<file path="config.mk">
export PLATFORM = sky130hd
export DESIGN_NAME = alu
export DESIGN_NICKNAME = d
export VERILOG_FILES = /design/src/rtl/alu.sv
export SDC_FILE = /design/constraint.sdc
export NUM_CORES = 1
export LEC_CHECK = 0
export ABC_AREA = 1
export CAP_MARGIN = 15
export CORE_MARGIN = 1
export CORE_UTILIZATION = 30
export CTS_CLUSTER_DIAMETER = 150
export CTS_CLUSTER_SIZE = 14
export DETAILED_ROUTE_END_ITERATION = 10
export PLACE_DENSITY_LB_ADDON = 0.15
export SKIP_CTS_REPAIR_TIMING = 1
export SLEW_MARGIN = 30
export SYNTH_ARGS = -nofsm -noshare
export SYNTH_HDL_FRONTEND = slang
export SYNTH_SLANG_ARGS = --single-unit
</file>
<file path="constraint.sdc">
create_clock -name clk -period 1.1 [get_ports clk]
set_input_delay 0.22 -clock clk [delete_from_list [all_inputs] [get_ports clk]]
set_output_delay 0.22 -clock clk [all_outputs]
set_load 0.005 [all_outputs]
</file>
<file path="src/rtl/alu.sv">
// Registered integer ALU: eight ops on a/b, result and status flags one edge after in_valid.
// Latency 1 cycle; no backpressure, accepts a new op every cycle.
module alu #(
  parameter int WIDTH = 32
) (
  input  logic             clk,
  input  logic             rst,
  input  logic             in_valid,
  input  logic [WIDTH-1:0] a,
  input  logic [WIDTH-1:0] b,
  input  logic [2:0]       op,
  output logic             out_valid,
  output logic [WIDTH-1:0] result,
  output logic             zero,
  output logic             negative,
  output logic             carry,
  output logic             overflow
);

  localparam int SHW = $clog2(WIDTH);
  localparam int MSB = WIDTH - 1;

  localparam logic [2:0] OP_ADD = 3'b000;
  localparam logic [2:0] OP_SUB = 3'b001;
  localparam logic [2:0] OP_AND = 3'b010;
  localparam logic [2:0] OP_OR  = 3'b011;
  localparam logic [2:0] OP_XOR = 3'b100;
  localparam logic [2:0] OP_SLL = 3'b101;
  localparam logic [2:0] OP_SRL = 3'b110;
  localparam logic [2:0] OP_SLT = 3'b111;

  logic             r_valid;
  logic [WIDTH-1:0] r_result;
  logic             r_carry;
  logic             r_overflow;

  logic [WIDTH:0]   w_sum;
  logic [WIDTH:0]   w_diff;
  logic [SHW-1:0]   w_shamt;
  logic [WIDTH-1:0] w_result;
  logic             w_carry;
  logic             w_overflow;

  // Extra top bit of w_diff is the unsigned borrow (a < b).
  assign w_sum   = {1'b0, a} + {1'b0, b};
  assign w_diff  = {1'b0, a} - {1'b0, b};
  assign w_shamt = b[SHW-1:0];

  always_comb begin
    w_result   = '0;
    w_carry    = 1'b0;
    w_overflow = 1'b0;
    case (op)
      OP_ADD: begin
        w_result   = w_sum[WIDTH-1:0];
        w_carry    = w_sum[WIDTH];
        w_overflow = (a[MSB] == b[MSB]) && (w_sum[MSB] != a[MSB]);
      end
      OP_SUB: begin
        w_result   = w_diff[WIDTH-1:0];
        w_carry    = w_diff[WIDTH];
        w_overflow = (a[MSB] != b[MSB]) && (w_diff[MSB] != a[MSB]);
      end
      OP_AND:  w_result = a & b;
      OP_OR:   w_result = a | b;
      OP_XOR:  w_result = a ^ b;
      OP_SLL:  w_result = a << w_shamt;
      OP_SRL:  w_result = a >> w_shamt;
      OP_SLT:  w_result = {{(WIDTH-1){1'b0}}, ($signed(a) < $signed(b))};
      default: w_result = '0;
    endcase
  end

  always_ff @(posedge clk or posedge rst) begin
    if (rst) begin
      r_valid    <= 1'b0;
      r_result   <= '0;
      r_carry    <= 1'b0;
      r_overflow <= 1'b0;
    end else begin
      r_valid <= in_valid;
      if (in_valid) begin
        r_result   <= w_result;
        r_carry    <= w_carry;
        r_overflow <= w_overflow;
      end
    end
  end

  assign out_valid = r_valid;
  assign result    = r_result;
  assign zero      = (r_result == '0);
  assign negative  = r_result[MSB];
  assign carry     = r_carry;
  assign overflow  = r_overflow;

endmodule

</file>
==> flow_metrics.tcl <==
set metrics [dict create \
    status "complete, but fails checks" \
    violations "negative setup slack" \
    max_clock_freq_mhz 527.4 \
    dieWidth_microns 194.8 \
    stdcell_area_sq_um 20330 \
    post-route-drc-count 0 \
    p_comb_share_pct 78.2 \
    core_area_sq_um 36610 \
    cts.clk_slew.worst_paths_ns 0.06 \
    synth_nets 2353 \
    max-slew-margin-rel_pct 69.44 \
    hold_class "in2async" \
    clock-sinks 35 \
    cp.arrival_ns 2.08 \
    place_congestion 1.058 \
    p_int_mw 7.193 \
    grt.total_usage_pct 36.05 \
    die_y_microns 194.8 \
    setup_viol 70 \
    syn_area_per_cell_sq_um 5.107 \
    grt_pass1_vias 15849 \
    swShare_pct 48.80 \
    rows 70 \
    syn_area_sq_um 11150 \
    num_antenna_cells 0 \
    tightestPinTransition_ns 0.4583 \
    rsz0062_at_grt "true" \
    dieArea_sq_um 37940 \
    p_total_mw 14.05 \
    met2_length_microns 31960 \
    grt_pass1_wl_microns 101100 \
    cpMaxStageDelayCell "ha_4" \
    leakagePower_nw 10.61 \
    ys_ff_latch 35 \
    skew_ns 0 \
    crit_fanout 6 \
    setup_ws_ns -0.7962 \
    switchingPower_mw 6.855 \
    cts_tree "built" \
    hold_viol_final 0 \
    clockRootBuffer "clkbuf_16" \
    reg2reg_to "result[6]" \
    tns_ns -28.42 \
    numCtsBuffers 5 \
    worstSkewPairLatency_ns 0.29 \
    whs_ns 0.2775 \
    worstPathCellList "clkbuf_2 -> inv_2 -> ha_4 -> buf_4 -> nor2_2 -> nand2_1 -> buf_4 -> nor2_2 -> nand2_1 -> nand2_2 -> buf_4 -> nor3_1 -> nor2_1 -> nand3b_1 -> nand2_1 -> inv_1" \
    max_stage_delay_ns 0.28 \
    detail_route.wl_per_cell_microns 22.04 \
    synth_cell_types 45 \
    h-tree-depth 2 \
    drive_above_1_share_pct 47.10 \
    via_per_inst 5.313 \
    dpl.hpwl_microns 60420 \
    synthToLayoutAreaGrowth_pct 82.39 \
    cts_buffer_depth 2 \
    maxSlewViolCount 0 \
    antenna_found_initial 2 \
    met3_length_microns 5340 \
    crit-reg2reg-launch "result[6]" \
    top_layer_used "met5" \
    power_density_nw_per_um2 690.9 \
    syn_inst 2183 \
    port_buffers 106 \
    crit_path_end_kind "flop" \
    post-place-ws_ns -1.913 \
    maxCapViolCount 0 \
    grt_max_degree 49 \
    worstSetupPathType "in2reg" \
    postRouteAntennaNets 0 \
    drt_pass1_iterations 6 \
    yosysSeqAreaShare_pct 7.856 \
    r2r_slack_ns 0.10 \
    layout.nets 2983 \
    io_pins 107 \
    met1Wirelength_microns 32260 \
    fin_crit_sh_pct 172.4 \
    ir_drop_uv 651.0 \
    num_vias 17431 \
    post-route-min-period_ns 1.896 \
    drt_wl_total_microns 72320 \
    clockPowerShare_pct 10.3 \
    drt-initial-drc-count 1461 \
    yosysWarnings 0 \
    worstSetupStartpointType "input pin" \
    pwr-share-seq_pct 11.5 \
    placed_cell_area_sq_um 16840 \
    worstRegToRegCells 4 \
    cp.required_ns 1.28 \
    start_util_pct 30.45 \
    overflow 0 \
]
==> area by class of cell <==
cell class,count,area (sq um)
clock buffer,6,138.9
fill,3757,16280
sequential,35,875.8
tap,468,585.6
multi-input combinational,1725,11330
clock inverter,1,5.005
inverter,320,1261
timing repair buffer,726,6141
==> how the worst max path moves through the flow <==
stage           from  slack [ns]    endpoint
2_1_floorplan   b[2]       -0.95  result[31]
3_3_place_gp   a[16]       -1.90  result[24]
3_5_place_dp   a[16]       -1.91  result[24]
4_1_cts        a[16]       -1.61  result[24]
5_1_grt         b[8]       -0.87  result[16]
6_report        b[8]       -0.80  result[16]
==> critical path: cells and delay by family <==
kind                       cells  cell delay [ns]
and+or+nand+nor                9             0.96
adders and majority gates      1             0.28
buffers and inverters          6             0.63
==> routing by layer <==
metal,vias up,track usage (%)
met4,2,10.76
met3,136,3.922
met1,8239,50.55
met5,-,0
met2,767,57.68
li1,8287,-
==> power groups by stage <==
stage               combinational (mW)  sequential (mW)  clock, mW
finish                            11.0             1.62       1.45
detailed placement                8.70             1.61          0
CTS                               8.74             1.59       1.49
floorplan                         3.73             1.64          0
global route                      11.7             1.64       1.53
global placement                  8.69             1.61          0
==> logic make-up (layout without fill, tap and decap cells) <==
family          Yosys count  count (layout)  share of synthesized area [%]
compound gates          232             232                          11.87
xor+xnor                  6               6                         0.4714
fa+ha+maj               100             100                          11.36
buf+inv                 423            1053                          15.29
flops                    35              35                          7.856
simple gates           1387            1387                          53.15
==> cells in the mapped netlist, drive strengths merged <==
| cell | count | area (sq um) |
|---|---|---|
| a31oi | 4 | 25.02 |
| a211o | 1 | 8.760 |
| nor3 | 18 | 101.4 |
| o21ai | 82 | 410.4 |
| a21o | 1 | 7.510 |
| clkbuf | 36 | 135.1 |
| nand2 | 708 | 2660 |
| o2111a | 1 | 11.26 |
| o211ai | 14 | 105.1 |
| a221oi | 3 | 32.53 |
| a211oi | 1 | 7.510 |
| o21a | 8 | 60.06 |
| dfrtp | 35 | 875.8 |
| buf | 67 | 367.9 |
| o2111ai | 3 | 26.28 |
| nor2 | 211 | 802.0 |
| or2 | 7 | 43.79 |
| clkinv | 3 | 11.26 |
| o221ai | 3 | 26.28 |
| nand3b | 7 | 52.55 |
| nor4 | 10 | 62.56 |
| and3 | 5 | 31.28 |
| nand4 | 26 | 162.7 |
| o22ai | 22 | 137.6 |
| nand3 | 383 | 1934 |
| inv | 317 | 1190 |
| o21bai | 8 | 60.06 |
| xnor2 | 1 | 8.760 |
| a21oi | 81 | 405.4 |
| fa | 2 | 40.04 |
| xor2 | 5 | 43.79 |
| and2 | 12 | 75.07 |
| ha | 98 | 1226 |
==> through the flow <==
| stage | instances | util (%) |
|---|---|---|
| detailed placement | 3222 | 45.99 |
| global route | 3281 | 55.54 |
| finish | 3281 | 55.54 |
| global placement | 3222 | 45.99 |
| CTS | 3229 | 46.38 |
| floorplan | 2183 | - |
==> flip-flops by register name (all words and copies together) (netlist names) <==
| signal | cells |
|---|---|
| out_valid | 1 |
| result | 32 |
| carry | 1 |
| overflow | 1 |
==> placed cells by master, fill, tap and decap left out, types with 55 or more instances in the layout <==
cell     count
buf_6       94
nor2_4      55
nand3_1    289
nand2_2    130
buf_4      523
nand3_2     77
inv_1      208
nand2_1    541
nor2_1     114
inv_2       95
No activity file was read; power rests on OpenSTA's default activity.
